## src/rtl/axi4l_arbiter.sv

```systemverilog
// Round-robin arbiter sharing one AXI4-Lite slave port among NUMM masters.
// One transaction outstanding at a time; responses are routed back to the granted master only.
module axi4l_arbiter #(
  parameter int NUMM = 3,
  parameter int AW   = 32,
  parameter int DW   = 32,
  localparam int IW  = $clog2(NUMM)
) (
  input  logic              i_clk,
  input  logic              i_rst,
  // upstream masters
  input  logic [NUMM-1:0]   i_m_awvalid,
  input  logic [AW-1:0]     i_m_awaddr  [NUMM],
  input  logic [2:0]        i_m_awprot  [NUMM],
  output logic [NUMM-1:0]   o_m_awready,
  input  logic [NUMM-1:0]   i_m_wvalid,
  input  logic [DW-1:0]     i_m_wdata   [NUMM],
  input  logic [DW/8-1:0]   i_m_wstrb   [NUMM],
  output logic [NUMM-1:0]   o_m_wready,
  output logic [NUMM-1:0]   o_m_bvalid,
  output logic [1:0]        o_m_bresp   [NUMM],
  input  logic [NUMM-1:0]   i_m_bready,
  input  logic [NUMM-1:0]   i_m_arvalid,
  input  logic [AW-1:0]     i_m_araddr  [NUMM],
  input  logic [2:0]        i_m_arprot  [NUMM],
  output logic [NUMM-1:0]   o_m_arready,
  output logic [NUMM-1:0]   o_m_rvalid,
  output logic [DW-1:0]     o_m_rdata   [NUMM],
  output logic [1:0]        o_m_rresp   [NUMM],
  input  logic [NUMM-1:0]   i_m_rready,
  // shared downstream port
  output logic              o_s_awvalid,
  output logic [AW-1:0]     o_s_awaddr,
  output logic [2:0]        o_s_awprot,
  input  logic              i_s_awready,
  output logic              o_s_wvalid,
  output logic [DW-1:0]     o_s_wdata,
  output logic [DW/8-1:0]   o_s_wstrb,
  input  logic              i_s_wready,
  input  logic              i_s_bvalid,
  input  logic [1:0]        i_s_bresp,
  output logic              o_s_bready,
  output logic              o_s_arvalid,
  output logic [AW-1:0]     o_s_araddr,
  output logic [2:0]        o_s_arprot,
  input  logic              i_s_arready,
  input  logic              i_s_rvalid,
  input  logic [DW-1:0]     i_s_rdata,
  input  logic [1:0]        i_s_rresp,
  output logic              o_s_rready,
  // grant status
  output logic              o_gnt_valid,
  output logic [IW-1:0]     o_gnt_idx,
  output logic              o_gnt_write
);

  // states: IDLE arbitrate | WR_ADDR AW+W | WR_RESP B | RD_ADDR AR | RD_RESP R
  localparam logic [2:0] ST_IDLE    = 3'd0;
  localparam logic [2:0] ST_WR_ADDR = 3'd1;
  localparam logic [2:0] ST_WR_RESP = 3'd2;
  localparam logic [2:0] ST_RD_ADDR = 3'd3;
  localparam logic [2:0] ST_RD_RESP = 3'd4;

  logic [2:0]      r_state;
  logic [IW-1:0]   r_gnt_idx;
  logic            r_gnt_write;
  logic [IW-1:0]   r_last;
  logic [NUMM-1:0] r_last_type;
  logic            r_aw_done;
  logic            r_w_done;

  logic            w_found;
  logic            w_sel_write;
  logic [IW-1:0]   w_sel;
  logic [IW-1:0]   w_scan;
  logic [NUMM-1:0] w_gnt_oh;
  logic            w_wa;
  logic            w_aw_open;
  logic            w_w_open;
  logic            w_aw_hs;
  logic            w_w_hs;

  // cyclic search starting one past the last winner
  always_comb begin
    w_found     = 1'b0;
    w_sel       = '0;
    w_sel_write = 1'b0;
    w_scan      = r_last;
    for (int k = 0; k < NUMM; k++) begin
      w_scan = (w_scan == IW'(NUMM - 1)) ? '0 : w_scan + 1'b1;
      if (!w_found && (i_m_awvalid[w_scan] || i_m_arvalid[w_scan])) begin
        w_found     = 1'b1;
        w_sel       = w_scan;
        w_sel_write = i_m_awvalid[w_scan] && (!i_m_arvalid[w_scan] || !r_last_type[w_scan]);
      end
    end
  end

  assign w_gnt_oh  = {{(NUMM-1){1'b0}}, 1'b1} << r_gnt_idx;
  assign w_wa      = (r_state == ST_WR_ADDR);
  assign w_aw_open = w_wa && !r_aw_done;
  assign w_w_open  = w_wa && !r_w_done;

  assign o_s_awvalid = w_aw_open && i_m_awvalid[r_gnt_idx];
  assign o_s_awaddr  = i_m_awaddr[r_gnt_idx];
  assign o_s_awprot  = i_m_awprot[r_gnt_idx];
  assign o_s_wvalid  = w_w_open && i_m_wvalid[r_gnt_idx];
  assign o_s_wdata   = i_m_wdata[r_gnt_idx];
  assign o_s_wstrb   = i_m_wstrb[r_gnt_idx];
  assign o_s_bready  = (r_state == ST_WR_RESP) && i_m_bready[r_gnt_idx];
  assign o_s_arvalid = (r_state == ST_RD_ADDR) && i_m_arvalid[r_gnt_idx];
  assign o_s_araddr  = i_m_araddr[r_gnt_idx];
  assign o_s_arprot  = i_m_arprot[r_gnt_idx];
  assign o_s_rready  = (r_state == ST_RD_RESP) && i_m_rready[r_gnt_idx];

  assign o_m_awready = w_gnt_oh & {NUMM{w_aw_open && i_s_awready}};
  assign o_m_wready  = w_gnt_oh & {NUMM{w_w_open && i_s_wready}};
  assign o_m_arready = w_gnt_oh & {NUMM{(r_state == ST_RD_ADDR) && i_s_arready}};
  assign o_m_bvalid  = w_gnt_oh & {NUMM{(r_state == ST_WR_RESP) && i_s_bvalid}};
  assign o_m_rvalid  = w_gnt_oh & {NUMM{(r_state == ST_RD_RESP) && i_s_rvalid}};

  always_comb begin
    for (int m = 0; m < NUMM; m++) begin
      o_m_bresp[m] = i_s_bresp;
      o_m_rdata[m] = i_s_rdata;
      o_m_rresp[m] = i_s_rresp;
    end
  end

  assign w_aw_hs = o_s_awvalid && i_s_awready;
  assign w_w_hs  = o_s_wvalid && i_s_wready;

  always_ff @(posedge i_clk) begin
    if (i_rst) begin
      r_state     <= ST_IDLE;
      r_gnt_idx   <= '0;
      r_gnt_write <= 1'b0;
      r_last      <= IW'(NUMM - 1);
      r_last_type <= '0;
      r_aw_done   <= 1'b0;
      r_w_done    <= 1'b0;
    end else begin
      case (r_state)
        ST_IDLE: begin
          if (w_found) begin
            r_gnt_idx          <= w_sel;
            r_gnt_write        <= w_sel_write;
            r_last             <= w_sel;
            r_last_type[w_sel] <= w_sel_write;
            r_aw_done          <= 1'b0;
            r_w_done           <= 1'b0;
            r_state            <= w_sel_write ? ST_WR_ADDR : ST_RD_ADDR;
          end
        end
        ST_WR_ADDR: begin
          if ((r_aw_done || w_aw_hs) && (r_w_done || w_w_hs)) begin
            r_aw_done <= 1'b0;
            r_w_done  <= 1'b0;
            r_state   <= ST_WR_RESP;
          end else begin
            if (w_aw_hs) r_aw_done <= 1'b1;
            if (w_w_hs)  r_w_done  <= 1'b1;
          end
        end
        ST_WR_RESP: if (i_s_bvalid && o_s_bready) r_state <= ST_IDLE;
        ST_RD_ADDR: if (o_s_arvalid && i_s_arready) r_state <= ST_RD_RESP;
        ST_RD_RESP: if (i_s_rvalid && o_s_rready) r_state <= ST_IDLE;
        default:    r_state <= ST_IDLE;
      endcase
    end
  end

  assign o_gnt_valid = (r_state != ST_IDLE);
  assign o_gnt_idx   = r_gnt_idx;
  assign o_gnt_write = r_gnt_write;

endmodule

```

## config.mk

```make
export PLATFORM = sky130hd
export DESIGN_NAME = axi4l_arbiter
export DESIGN_NICKNAME = d
export VERILOG_FILES = /design/src/rtl/axi4l_arbiter.sv
export SDC_FILE = /design/constraint.sdc
export NUM_CORES = 1
export LEC_CHECK = 0
export ABC_CLOCK_PERIOD_IN_PS = 2400
export CORE_AREA = 5 5 235 237
export CTS_CLUSTER_DIAMETER = 100
export DETAILED_ROUTE_END_ITERATION = 12
export DIE_AREA = 0 0 240 242
export GPL_TIMING_DRIVEN = 0
export MAX_ROUTING_LAYER = met4
export SLEW_MARGIN = 30
export SYNTH_ARGS = -nofsm -noshare
export SYNTH_HDL_FRONTEND = slang
export SYNTH_SLANG_ARGS = --single-unit
```

## constraint.sdc

```tcl
create_clock -name i_clk -period 2.4 [get_ports i_clk]
set_clock_uncertainty 0.05 [all_clocks]
set_input_delay 0.24 -clock i_clk [delete_from_list [all_inputs] [get_ports i_clk]]
set_output_delay 0.24 -clock i_clk [all_outputs]
set_load 0.005 [all_outputs]
```

==> results.md <==
* Status: complete, no violations
* Area inside the core boundary at between 0.05 and 0.06 mm²
* Number of CTS-inserted buffers at 3
* Count of pins on the block boundary at approximately 600
* Vias per cell at roughly 3.5
* Average size of a mapped cell at between 6 and 7 µm²
* Worst-case vdd ir drop at 0.319 mV
* Post-layout util at 0.211
* Cell repeated most along the worst path: sky130_fd_sc_hd__buf_12
* Number of max-cap violations at 0
* Post-route non-filler standard cell count at 1920
* All-Layer GR Usage at 0.137
* Critical path fanouts, max at 10
* Netlist area before placement at 0.00423 mm²
* Ratio of total power to cell area at 645 mW/mm²
* Most instantiated flip-flop cell in the synthesis netlist: sky130_fd_sc_hd__dfxtp_1
* Slowest cell delay on critical path at about 0.54 ns
* Endpoint kind of the worst setup timing path: primary output
* Part of the Yosys area used for sequential elements at 0.0568
* Setup repair after global routing missed its margin: yes
* Arrival time reported for the critical path endpoint at ~2 ns
* Vias in the first global route at around 7200
* Y dimension of the die at between 200 and 250 µm
* Number of design rule violations left after detail routing at 0
* Fraction of final layout cells sized beyond drive strength 1 at 0.185
* Wire length of the first global-routing pass at 55.2 mm
* Total of flip-flops plus latches after synthesis at 12
* Data required time of the critical path at about 2.1 ns
* CTS tree: built
* Maximum number of buffers from clock root to sink at 2
* Port buffer count at between 500 and 600
* Number of nets in the final layout at 1595
* Buffer cell driving the clock tree root: sky130_fd_sc_hd__clkbuf_16
* Sort of element at the start of the critical path: register
* Cells on worst reg2reg path at 8
* Final min period at around 2.3 ns
* Overall die area at around 0.058 mm²
* Number of instances on the worst hold path at 2
* Number of routed nets with antenna violations at 0
* Depth of the CTS H-tree at 1
* Unique masters post-synth at 52
* Leak Pwr at ~4.3 nW
* TritonCTS Sinks at 12
* HPWL after DPL at approximately 38 mm
* Post-route total power at around 0.0072 W
* Reg2reg setup slack at between 0.1 and 0.15 ns
* Grt total ovfl at 0
* Number of enable-type register cells in the synthesized netlist at 0
* # setup viols final at 0
* Worst hold endpoint: r_state[2]
* Type of the worst setup path: reg -> out
* Count of mapped cells out of synthesis at approximately 630
* Relative slew slack at 0.707
* Clock-pin slew reported for the worst setup and hold paths after clock tree synthesis at roughly 0.040 ns
* Ordered list of cells on the worst path: buf_12 -> nor2b_4 -> buf_12 -> buf_4 -> nand2_1 -> o21ai_1 -> clkdlybuf4s50_1
* Yosys synthesis warning count at 0
* Crit Reg-Reg Startpoint: o_gnt_idx[0]
* Routability congestion estimate from global placement at between 0.8 and 0.9
* Post-detailed-routing wire length at ~42 mm
* Initial antenna violation count at 7
* Total count of hold-check failures in the final report at 0
* Die X at about 240 µm
* Dpl cells at 1903
* Number of optimization iterations in the first detailed-route pass at 4
* F_max at about 430 MHz
* Transition time at the pin with the least slew margin at ~0.44 ns
* Net count after synthesis at 1009
* WL per Instance at around 22 µm
* DR iter-0 viols at between 300 and 400
* Async set-or-reset flop fraction in the synthesized netlist at 0
* Vias at just under 7000
* Effective utilization at floorplan at 0.0797
* R2R Path End: r_state[1]
* Number of core rows at 85
* Startpoint of the most critical hold path: i_rst
* Setup TNS after final layout at 0 ns
* Period utilization at 0.972
* Cell with the largest stage delay on the worst path: sky130_fd_sc_hd__clkdlybuf4s50_1
* Count of final max-slew check failures at 0
* Layout area overhead at 164%
* Type of the worst min-delay path: in -> reg
* Largest net degree at the start of global routing at 11
* Insertion delay to the later sink of the worst-skew pair at roughly 0.24 ns
* Number of buffers inserted by hold repair at cts at 0
[flip-flops by register name, summed over array words and instances, names as in the netlist]
register and cells:
o_gnt_idx 2, o_gnt_write 1, r_aw_done 1, r_last 1, r_last_type 3, r_state 3
r_w_done 1
[metrics by stage]
stage          setup slack [ns]  cell area, µm²  hold slack, ns
3_5_place_dp              -1.33           10900           0.404
6_report                 0.0684           11200           0.343
2_1_floorplan             0.468            4230           0.382
5_1_grt                -0.00236           11200           0.369
4_1_cts                 0.00225           11200           0.345
3_3_place_gp              -1.37           10800           0.390
[logic make-up after synthesis]
family	Yosys count	synth area share
simple gates	177	0.176
mux	127	0.307
buf+inv	163	0.252
compound gates	154	0.209
flops	12	0.0568
[per-layer routing]
layer | track usage | share of wire | wire, µm
met3 | 0.105 | 0.17 | 7260
met5 | - | 0 | 0
met2 | 0.218 | 0.44 | 18600
met1 | 0.140 | 0.37 | 15800
met4 | 0.0142 | 0.0094 | 396
[how the worst max path moves through the flow]
stage | start | end | slack (ns) | cells past startpoint
floorplan | o_gnt_idx[0] | r_last_type[2] | 0.47 | 7
global placement | o_gnt_idx[0] | o_s_awprot[2] | -1.37 | 6
detailed placement | o_gnt_idx[0] | o_s_awaddr[7] | -1.33 | 8
CTS | o_gnt_idx[1] | o_s_awaddr[13] | 0.002 | 7
global route | o_gnt_idx[1] | o_s_awaddr[27] | -0.002 | 7
finish | o_gnt_idx[1] | o_s_awaddr[27] | 0.07 | 7
[critical path: cells and delay by family, from the launching register on]
kind	cells	cell delay, ns
compound gates	1	0.12
flops	1	0.37
buf+inv	4	1.06
simple gates	2	0.22
[timing repair]
action	in CTS	in global routing
pin swaps	0	1
gates resized for setup	298	46
cloned	0	0
setup endpoints to repair	121	29
buffers inserted	9	0
[cells in the mapped netlist (all sizes together) (3+ instances only)]
cell    number  area [µm²]
buf        137         966
mux2i      118        1180
nand2      117         439
o21ai      115         576
nor2        28         105
clkbuf      21        80.1
dfxtp       12         240
a21oi       11        58.8
mux2         9         113
nor3         8        40.0
nor2b        6        37.5
inv          5        18.8
o21a         4        37.5
or2          4        25.0
o21bai       3        26.3
o32ai        3        33.8
[cells in the final DEF, fill, tap and decap left out, drive strengths merged, types with 2 or more instances in the layout]
cell type and n:
clkdlybuf4s50 486, buf 166, mux2i 118, nand2 117, o21ai 115, dlygate4sd2 40
clkbuf 30, nor2 28, dfxtp 12, dlymetal6s2s 11, a21oi 11, clkdlybuf4s15 10
mux2 9, nor3 8, diode 6, nor2b 6, inv 5, or2 4
o21a 4, o21bai 3, o32ai 3, nand2b 2, nand3 2, nor3b 2
nand3b 2, o2bb2ai 2, and2 2, o211ai 2, a211o 2, a31oi 2
[power breakdown]
group          switching (W)  internal, W  leakage (nW)
registers          0.0000892     0.000272         0.100
logic                0.00334      0.00317          4.14
clock network      0.0000891     0.000252        0.0442
[cell type report]
type	instances	area [µm²]
antenna	6	15.0
clock buffer	4	88.8
buffer	156	1280
sequential	12	248
multi-input combinational	458	2980
inverter	5	18.8
timing repair buffer	583	5680
tap	696	871
fill	5898	41900
(Power assumes the default switching activity.)
